`config.mk`:
```
export PLATFORM = sky130hd
export DESIGN_NAME = line_mem_responder
export DESIGN_NICKNAME = d
export VERILOG_FILES = /design/src/rtl/line_mem_responder.sv
export SDC_FILE = /design/constraint.sdc
export NUM_CORES = 2
export LEC_CHECK = 0
export CORE_ASPECT_RATIO = 0.9
export CORE_UTILIZATION = 60
export DETAILED_ROUTE_END_ITERATION = 8
export PLACE_DENSITY = 0.77
export SETUP_SLACK_MARGIN = 0.1
export SYNTH_ARGS = -nofsm -noshare
export SYNTH_HDL_FRONTEND = slang
export SYNTH_SLANG_ARGS = --single-unit
```
`constraint.sdc`:
```
create_clock -name clk -period 5.5 [get_ports clk]
set_clock_uncertainty 0.1 [all_clocks]
set_input_delay 0.825 -clock clk [delete_from_list [all_inputs] [get_ports clk]]
set_output_delay 0.825 -clock clk [all_outputs]
set_load 0.005 [all_outputs]
```
`src/rtl/line_mem_responder.sv`:
```
`timescale 1ns/1ps
// ---------------------------------------------------------------------------
// line_mem_responder
//
// Memory-side responder for a cache refill/writeback path. Each accepted
// request is served as one line-sized burst (LINE_WORDS beats) against a
// word-addressed backing RAM. A programmable access latency separates the
// accepting edge from the first data beat, so miss penalties show up in
// simulation.
//
// Parameters
//   LINE_WORDS  words per line / beats per burst (power of 2, >= 1)
//   LATENCY     cycles from the accepting edge to the first beat (>= 1)
//   DEPTH       backing RAM size in 32-bit words (power of 2)
//
// Ports
//   clk        clock, all state changes on the rising edge
//   reset      asynchronous, active-low reset
//   req_valid  cache presents a line request
//   req_ready  responder accepts a request this cycle (only in IDLE)
//   req_write  1 = writeback burst, 0 = refill burst
//   req_addr   byte address of the line (low bits inside the line ignored)
//   wvalid     write beat valid
//   wdata      write beat data
//   wready     responder accepts a write beat (high throughout WBURST)
//   rvalid     read beat valid (no backpressure)
//   rdata      read beat data (0 when no beat is presented)
//   rlast      final read beat of the burst
//   busy       a request is in progress
//
// Handshake: a request transfers on a rising edge where req_valid and
// req_ready are both high; a write beat transfers on a rising edge where
// wvalid and wready are both high. Read beats are pushed with rvalid and
// are never stalled.
//
// Timing: every output is a register loaded from the next-state decode, so
// the outputs seen in a cycle always match the state the FSM is in. The
// word array "ram" has no reset and may be preloaded / inspected by name.
// ---------------------------------------------------------------------------
module line_mem_responder #(
    parameter int LINE_WORDS = 4,
    parameter int LATENCY    = 3,
    parameter int DEPTH      = 64
) (
    input  logic        clk,
    input  logic        reset,
    input  logic        req_valid,
    output logic        req_ready,
    input  logic        req_write,
    input  logic [31:0] req_addr,
    input  logic        wvalid,
    input  logic [31:0] wdata,
    output logic        wready,
    output logic        rvalid,
    output logic [31:0] rdata,
    output logic        rlast,
    output logic        busy
);

    // Word-index width, beat-counter width and latency-counter width.
    localparam int AW = (DEPTH > 1) ? $clog2(DEPTH) : 1;
    localparam int BW = (LINE_WORDS > 1) ? $clog2(LINE_WORDS) : 1;
    localparam int CW = (LATENCY > 2) ? $clog2(LATENCY - 1) : 1;

    localparam logic [BW-1:0] LAST_BEAT = BW'(LINE_WORDS - 1);
    // WAIT spends LATENCY-1 cycles: counter runs 0 .. LATENCY-2.
    localparam logic [CW-1:0] WAIT_LAST = CW'((LATENCY >= 2) ? LATENCY - 2 : 0);
    // Clears the word-within-line bits so any address inside a line maps
    // to the line's first word.
    localparam logic [AW-1:0] LINE_MASK = ~AW'(LINE_WORDS - 1);

    typedef enum logic [1:0] {
        ST_IDLE   = 2'd0,
        ST_WAIT   = 2'd1,
        ST_RBURST = 2'd2,
        ST_WBURST = 2'd3
    } state_t;

    // FSM state and its datapath registers (state is visible by name).
    state_t        state;
    state_t        state_next;
    logic [CW-1:0] wait_cnt;
    logic [CW-1:0] wait_cnt_next;
    logic [BW-1:0] beat;
    logic [BW-1:0] beat_next;
    logic [AW-1:0] base;
    logic [AW-1:0] base_next;
    logic          is_write;
    logic          is_write_next;

    // Registered-output next values.
    logic          req_ready_d;
    logic          wready_d;
    logic          rvalid_d;
    logic          rlast_d;
    logic          busy_d;
    logic [31:0]   rdata_d;

    logic          accept;
    logic          xfer;
    logic [AW-1:0] rd_idx;
    logic [AW-1:0] wr_idx;

    // Backing store, word addressed.
    logic [31:0]   ram [DEPTH];

    // Address bits outside the word index of the RAM are don't-care.
    logic          unused_addr_bits;
    assign unused_addr_bits = ^{req_addr[31:AW+2], req_addr[1:0]};

    // req_ready is only ever high in IDLE and wready only in WBURST, so
    // these already imply the right state.
    assign accept = req_valid & req_ready;
    assign xfer   = wvalid & wready;

    // Indices wrap naturally in AW bits, i.e. modulo DEPTH.
    assign wr_idx = base + AW'(beat);
    assign rd_idx = base_next + AW'(beat_next);

    // -----------------------------------------------------------------------
    // State register
    // -----------------------------------------------------------------------
    always_ff @(posedge clk or negedge reset) begin
        if (!reset) begin
            state    <= ST_IDLE;
            wait_cnt <= '0;
            beat     <= '0;
            base     <= '0;
            is_write <= 1'b0;
        end else begin
            state    <= state_next;
            wait_cnt <= wait_cnt_next;
            beat     <= beat_next;
            base     <= base_next;
            is_write <= is_write_next;
        end
    end

    // -----------------------------------------------------------------------
    // Next-state logic
    // -----------------------------------------------------------------------
    always_comb begin
        state_next    = state;
        wait_cnt_next = wait_cnt;
        beat_next     = beat;
        base_next     = base;
        is_write_next = is_write;
        case (state)
            ST_IDLE: begin
                if (accept) begin
                    base_next     = req_addr[AW+1:2] & LINE_MASK;
                    is_write_next = req_write;
                    wait_cnt_next = '0;
                    beat_next     = '0;
                    // With a single cycle of latency WAIT is skipped
                    // entirely and the burst starts right away.
                    if (LATENCY == 1) begin
                        state_next = req_write ? ST_WBURST : ST_RBURST;
                    end else begin
                        state_next = ST_WAIT;
                    end
                end
            end
            ST_WAIT: begin
                if (wait_cnt == WAIT_LAST) begin
                    state_next = is_write ? ST_WBURST : ST_RBURST;
                    beat_next  = '0;
                end else begin
                    wait_cnt_next = wait_cnt + 1'b1;
                end
            end
            ST_RBURST: begin
                if (beat == LAST_BEAT) begin
                    state_next = ST_IDLE;
                end else begin
                    beat_next = beat + 1'b1;
                end
            end
            ST_WBURST: begin
                // A low wvalid simply holds the burst where it is.
                if (xfer) begin
                    if (beat == LAST_BEAT) begin
                        state_next = ST_IDLE;
                    end else begin
                        beat_next = beat + 1'b1;
                    end
                end
            end
            default: begin
                state_next = ST_IDLE;
            end
        endcase
    end

    // -----------------------------------------------------------------------
    // Output decode (from the state being entered)
    // -----------------------------------------------------------------------
    always_comb begin
        req_ready_d = (state_next == ST_IDLE);
        wready_d    = (state_next == ST_WBURST);
        rvalid_d    = (state_next == ST_RBURST);
        rlast_d     = (state_next == ST_RBURST) && (beat_next == LAST_BEAT);
        busy_d      = (state_next != ST_IDLE);
        rdata_d     = '0;
        if (state_next == ST_RBURST) begin
            rdata_d = ram[rd_idx];
        end
    end

    // Output registers. Reset forces every output low immediately, which
    // also aborts a burst mid-flight; req_ready comes back on the first
    // edge after release.
    always_ff @(posedge clk or negedge reset) begin
        if (!reset) begin
            req_ready <= 1'b0;
            wready    <= 1'b0;
            rvalid    <= 1'b0;
            rlast     <= 1'b0;
            busy      <= 1'b0;
            rdata     <= '0;
        end else begin
            req_ready <= req_ready_d;
            wready    <= wready_d;
            rvalid    <= rvalid_d;
            rlast     <= rlast_d;
            busy      <= busy_d;
            rdata     <= rdata_d;
        end
    end

    // -----------------------------------------------------------------------
    // Backing RAM write port. No reset: contents survive reset, and beats
    // that transferred before an abort stay committed. This array is
    // written nowhere else in the design so it can be preloaded by name.
    // -----------------------------------------------------------------------
    always @(posedge clk) begin
        if (xfer) begin
            ram[wr_idx] <= wdata;
        end
    end

endmodule

```
==> results by group <==
Critical path
  • Crit Path Class: reg -> reg
  • WP data required: 6090 ps
  • CP endpoint kind: register
  • Nature of the critical path startpoint: register
  • Critical path arrival: 5590 ps
  • Worst Path Max Fanout: 36

Yosys
  • EDFF count, synth: 2048
  • Post-synth top flop: edfxtp_1
  • Sequential-to-total area share from yosys stat: 65.72%
  • Synth warn: 0
  • Post-Synthesis Net Count: 4519
  • Yosys cell types: 48
  • Mapped Avg Cell Area: 21.48 um^2
  • Cells after Synth: 4444
  • Cell Area, Synth: 95450 um^2
  • Ys async rst share: 2.337%
  • Seq cells post-synth: 2097

Global route
  • Antenna violations before repair: 11
  • Vias in the first global route: 51210
  • Gr busiest metal: met2
  • M3 GR Usage: 8.213%
  • Met1 Use GR: 43.92%
  • Global-route wire length before repair: 363000 um
  • Gr ovfl total: 0
  • Largest net degree at the start of global routing: 111
  • Met2 usage: 48.76%
  • GRT Total Usage: 31.75%

Clocking
  • Root Driver: clkbuf_16
  • TritonCTS clock tree: done
  • Clk slew on worst S/H paths: 60 ps
  • Setup Fix Bufs, Post-CTS: 0
  • H-tree depth: 4
  • CTS Sinks: 2097
  • Clk Latency, worst-skew pair: 840 ps
  • CTS resizes: 0
  • Max Root-Sink Buffers: 3
  • Total CTS buffers: 198

Floorplanning
  • Initial Utilization: 60.55%
  • Row count: 138
  • Area of the core: 157600 um^2
  • Die Wd: 422.4 um
  • Die ar.: 160700 um^2
  • # IOs: 106
  • Die H: 380.4 um

Timing
  • Fin worst setup slack: 500.9 ps
  • Fmax: 200.0 MHz
  • Final min period: 4999 ps
  • Final worst hold slack: 367.1 ps
  • Worst-Margin Slew: 1363 ps
  • Max Slew Vio Count: 0
  • Unrepaired setup endpoints after global routing: no
  • Setup TNS: 0 ps
  • Final Hold Viols: 0
  • Period utilization: 90.89%
  • Relative slew slack: 8.761%
  • Final setup fails: 0

Place
  • PortBufs: 77
  • DP Wirelength: 141900 um
  • Worst slack at placement: -185.7 ps
  • Post-Place Cells: 6544
  • Gpl congestion: 0.8378

Cells and area
  • Nets: 4720
  • Fill count: 9378
  • Syn-to-layout area delta: 12.61%
  • Commonest cells after routing, fill and taps aside: edfxtp_1 (2048), mux4_2 (1022), clkbuf_16 (204), mux2_2 (192), buf_4 (177)
  • Commonest non-fill, non-tap cell in the layout: edfxtp_1
  • Layout cells sized above 1: 40.46%
  • Non-Filler Instances: 6921

Drt
  • Average wire per standard cell: 36.58 um
  • First-pass detailed-route iteration total: 8
  • ANT nets after route: 0
  • Via density: 7.458
  • Drt total wl: 253200 um
  • Vias post-DR: 51620
  • Iteration-0 DRC Markers: 7145
  • Drc violations: 0

Pwr
  • Pint: 39630 uW
  • Clock Power Share: 23.5%
  • Seq pwr share: 30.7%
  • Overall power: 58780 uW
  • Logic pwr share: 45.8%
  • Leakage dissipation: 0.03283 uW
  • Switching Fraction: 32.58%
  • Net Sw Power: 19150 uW
  • VDD IR max: 0.0006131 V
  • P per Cell Area: 546.8 nW/um^2

Worst hold path
  • Min-delay worst type: in -> async

Job
  • Max_cap viols: 0

Run status
  • Status: complete, no violations
==> per-layer routing <==
metal / vias to the layer above / wire length [um]
met4: 18 / 11540
li1: 19990 / -
met1: 27520 / 91620
met3: 596 / 29670
met5: - / 156
met2: 3495 / 120200
==> cell type report <==
| type | instances | area [um^2] | area share, % |
|---|---|---|---|
| Inverter | 9 | 35.03 | 0.03259 |
| Tap cell | 2100 | 2628 | 2.445 |
| Clock buffer | 259 | 5411 | 5.035 |
| Clock inverter | 115 | 1116 | 1.038 |
| Sequential cell | 2097 | 62730 | 58.36 |
| Timing Repair Buffer | 349 | 3841 | 3.574 |
| Multi-Input combinational cell | 1990 | 31720 | 29.51 |
| Antenna cell | 2 | 5.005 | 0.004656 |
==> worst paths after layout <==
kind                          start         end  slack, ps  depth (start not counted)
max                        state[1]   rdata[24]        500                         14
min                           reset    rdata[8]        370                          2
max reg2reg                state[1]   rdata[24]        500                         14
min reg2reg                is_write    is_write        430                          1
max in group asynchronous     reset    rdata[1]       3750                          3
min in group clk           wdata[1]  ram[12][1]        390                          1
==> metrics by stage <==
step,area (um^2),util (%)
floorplan,95450,-
global route,107500,68.18
CTS,107500,68.18
finish,107500,68.18
global placement,100900,64.03
detailed placement,100900,64.03
==> cell families after synthesis <==
| family | count (synthesis) | share of synthesized area (%) |
|---|---|---|
| AO/OA/AOI/OAI | 335 | 2.919 |
| XOR/XNOR | 11 | 0.1088 |
| adder cells (fa/ha/maj) | 6 | 0.09439 |
| buffers and inverters | 357 | 1.700 |
| flip-flops | 2097 | 65.72 |
| multiplexers | 1389 | 28.22 |
| AND/OR/NAND/NOR | 249 | 1.241 |
==> state kept, by name, indices dropped and copies added, names as in the netlist <==
| signal | cells |
|---|---|
| ram | 2048 |
| rdata | 32 |
| base | 6 |
| beat | 2 |
| state | 2 |
| busy | 1 |
| is_write | 1 |
| req_ready | 1 |
| rlast | 1 |
| rvalid | 1 |
| wait_cnt | 1 |
| wready | 1 |
==> cell usage after synthesis, types with 21 or more instances <==
cell	n	share of area (%)
dfrtp_1	49	1.3
a211oi_1	95	0.75
buf_1	38	0.15
a21oi_1	34	0.18
nand3_1	72	0.38
buf_2	160	0.84
o221ai_2	29	0.46
nor2_1	106	0.42
nor2b_1	38	0.25
mux2i_1	173	1.8
clkbuf_1	133	0.52
nand2_1	21	0.083
mux2_2	194	2.3
mux4_2	1022	24
o22ai_1	96	0.63
o32ai_2	29	0.49
a22oi_1	31	0.24
edfxtp_1	2048	64
==> power by group through the flow <==
stage,Clock (uW),Combinational (uW),Sequential [uW]
5_1_grt,14500,28400,18100
2_1_floorplan,0,19200,18200
4_1_cts,13900,27100,18100
3_5_place_dp,0,26800,18400
6_report,13800,26900,18100
3_3_place_gp,0,26500,18400
==> critical path, cell delays in order, from the launching register on <==
cell	delay, ps
dfrtp_1	480
nor4bb_4	340
buf_4	390
nor2b_1	150
ha_4	190
fa_4	870
buf_12	260
buf_12	290
mux4_2	540
mux2_2	280
o22ai_1	160
a211oi_1	80
a22oi_1	370
buf_4	250
o32ai_2	90
==> timing repair <==
item / CTS / global route
endpoints found under the hold margin: 10 / 0
setup endpoints to repair: 0 / 0
hold buffers: 1 / 0
(Power assumes the default switching activity.)
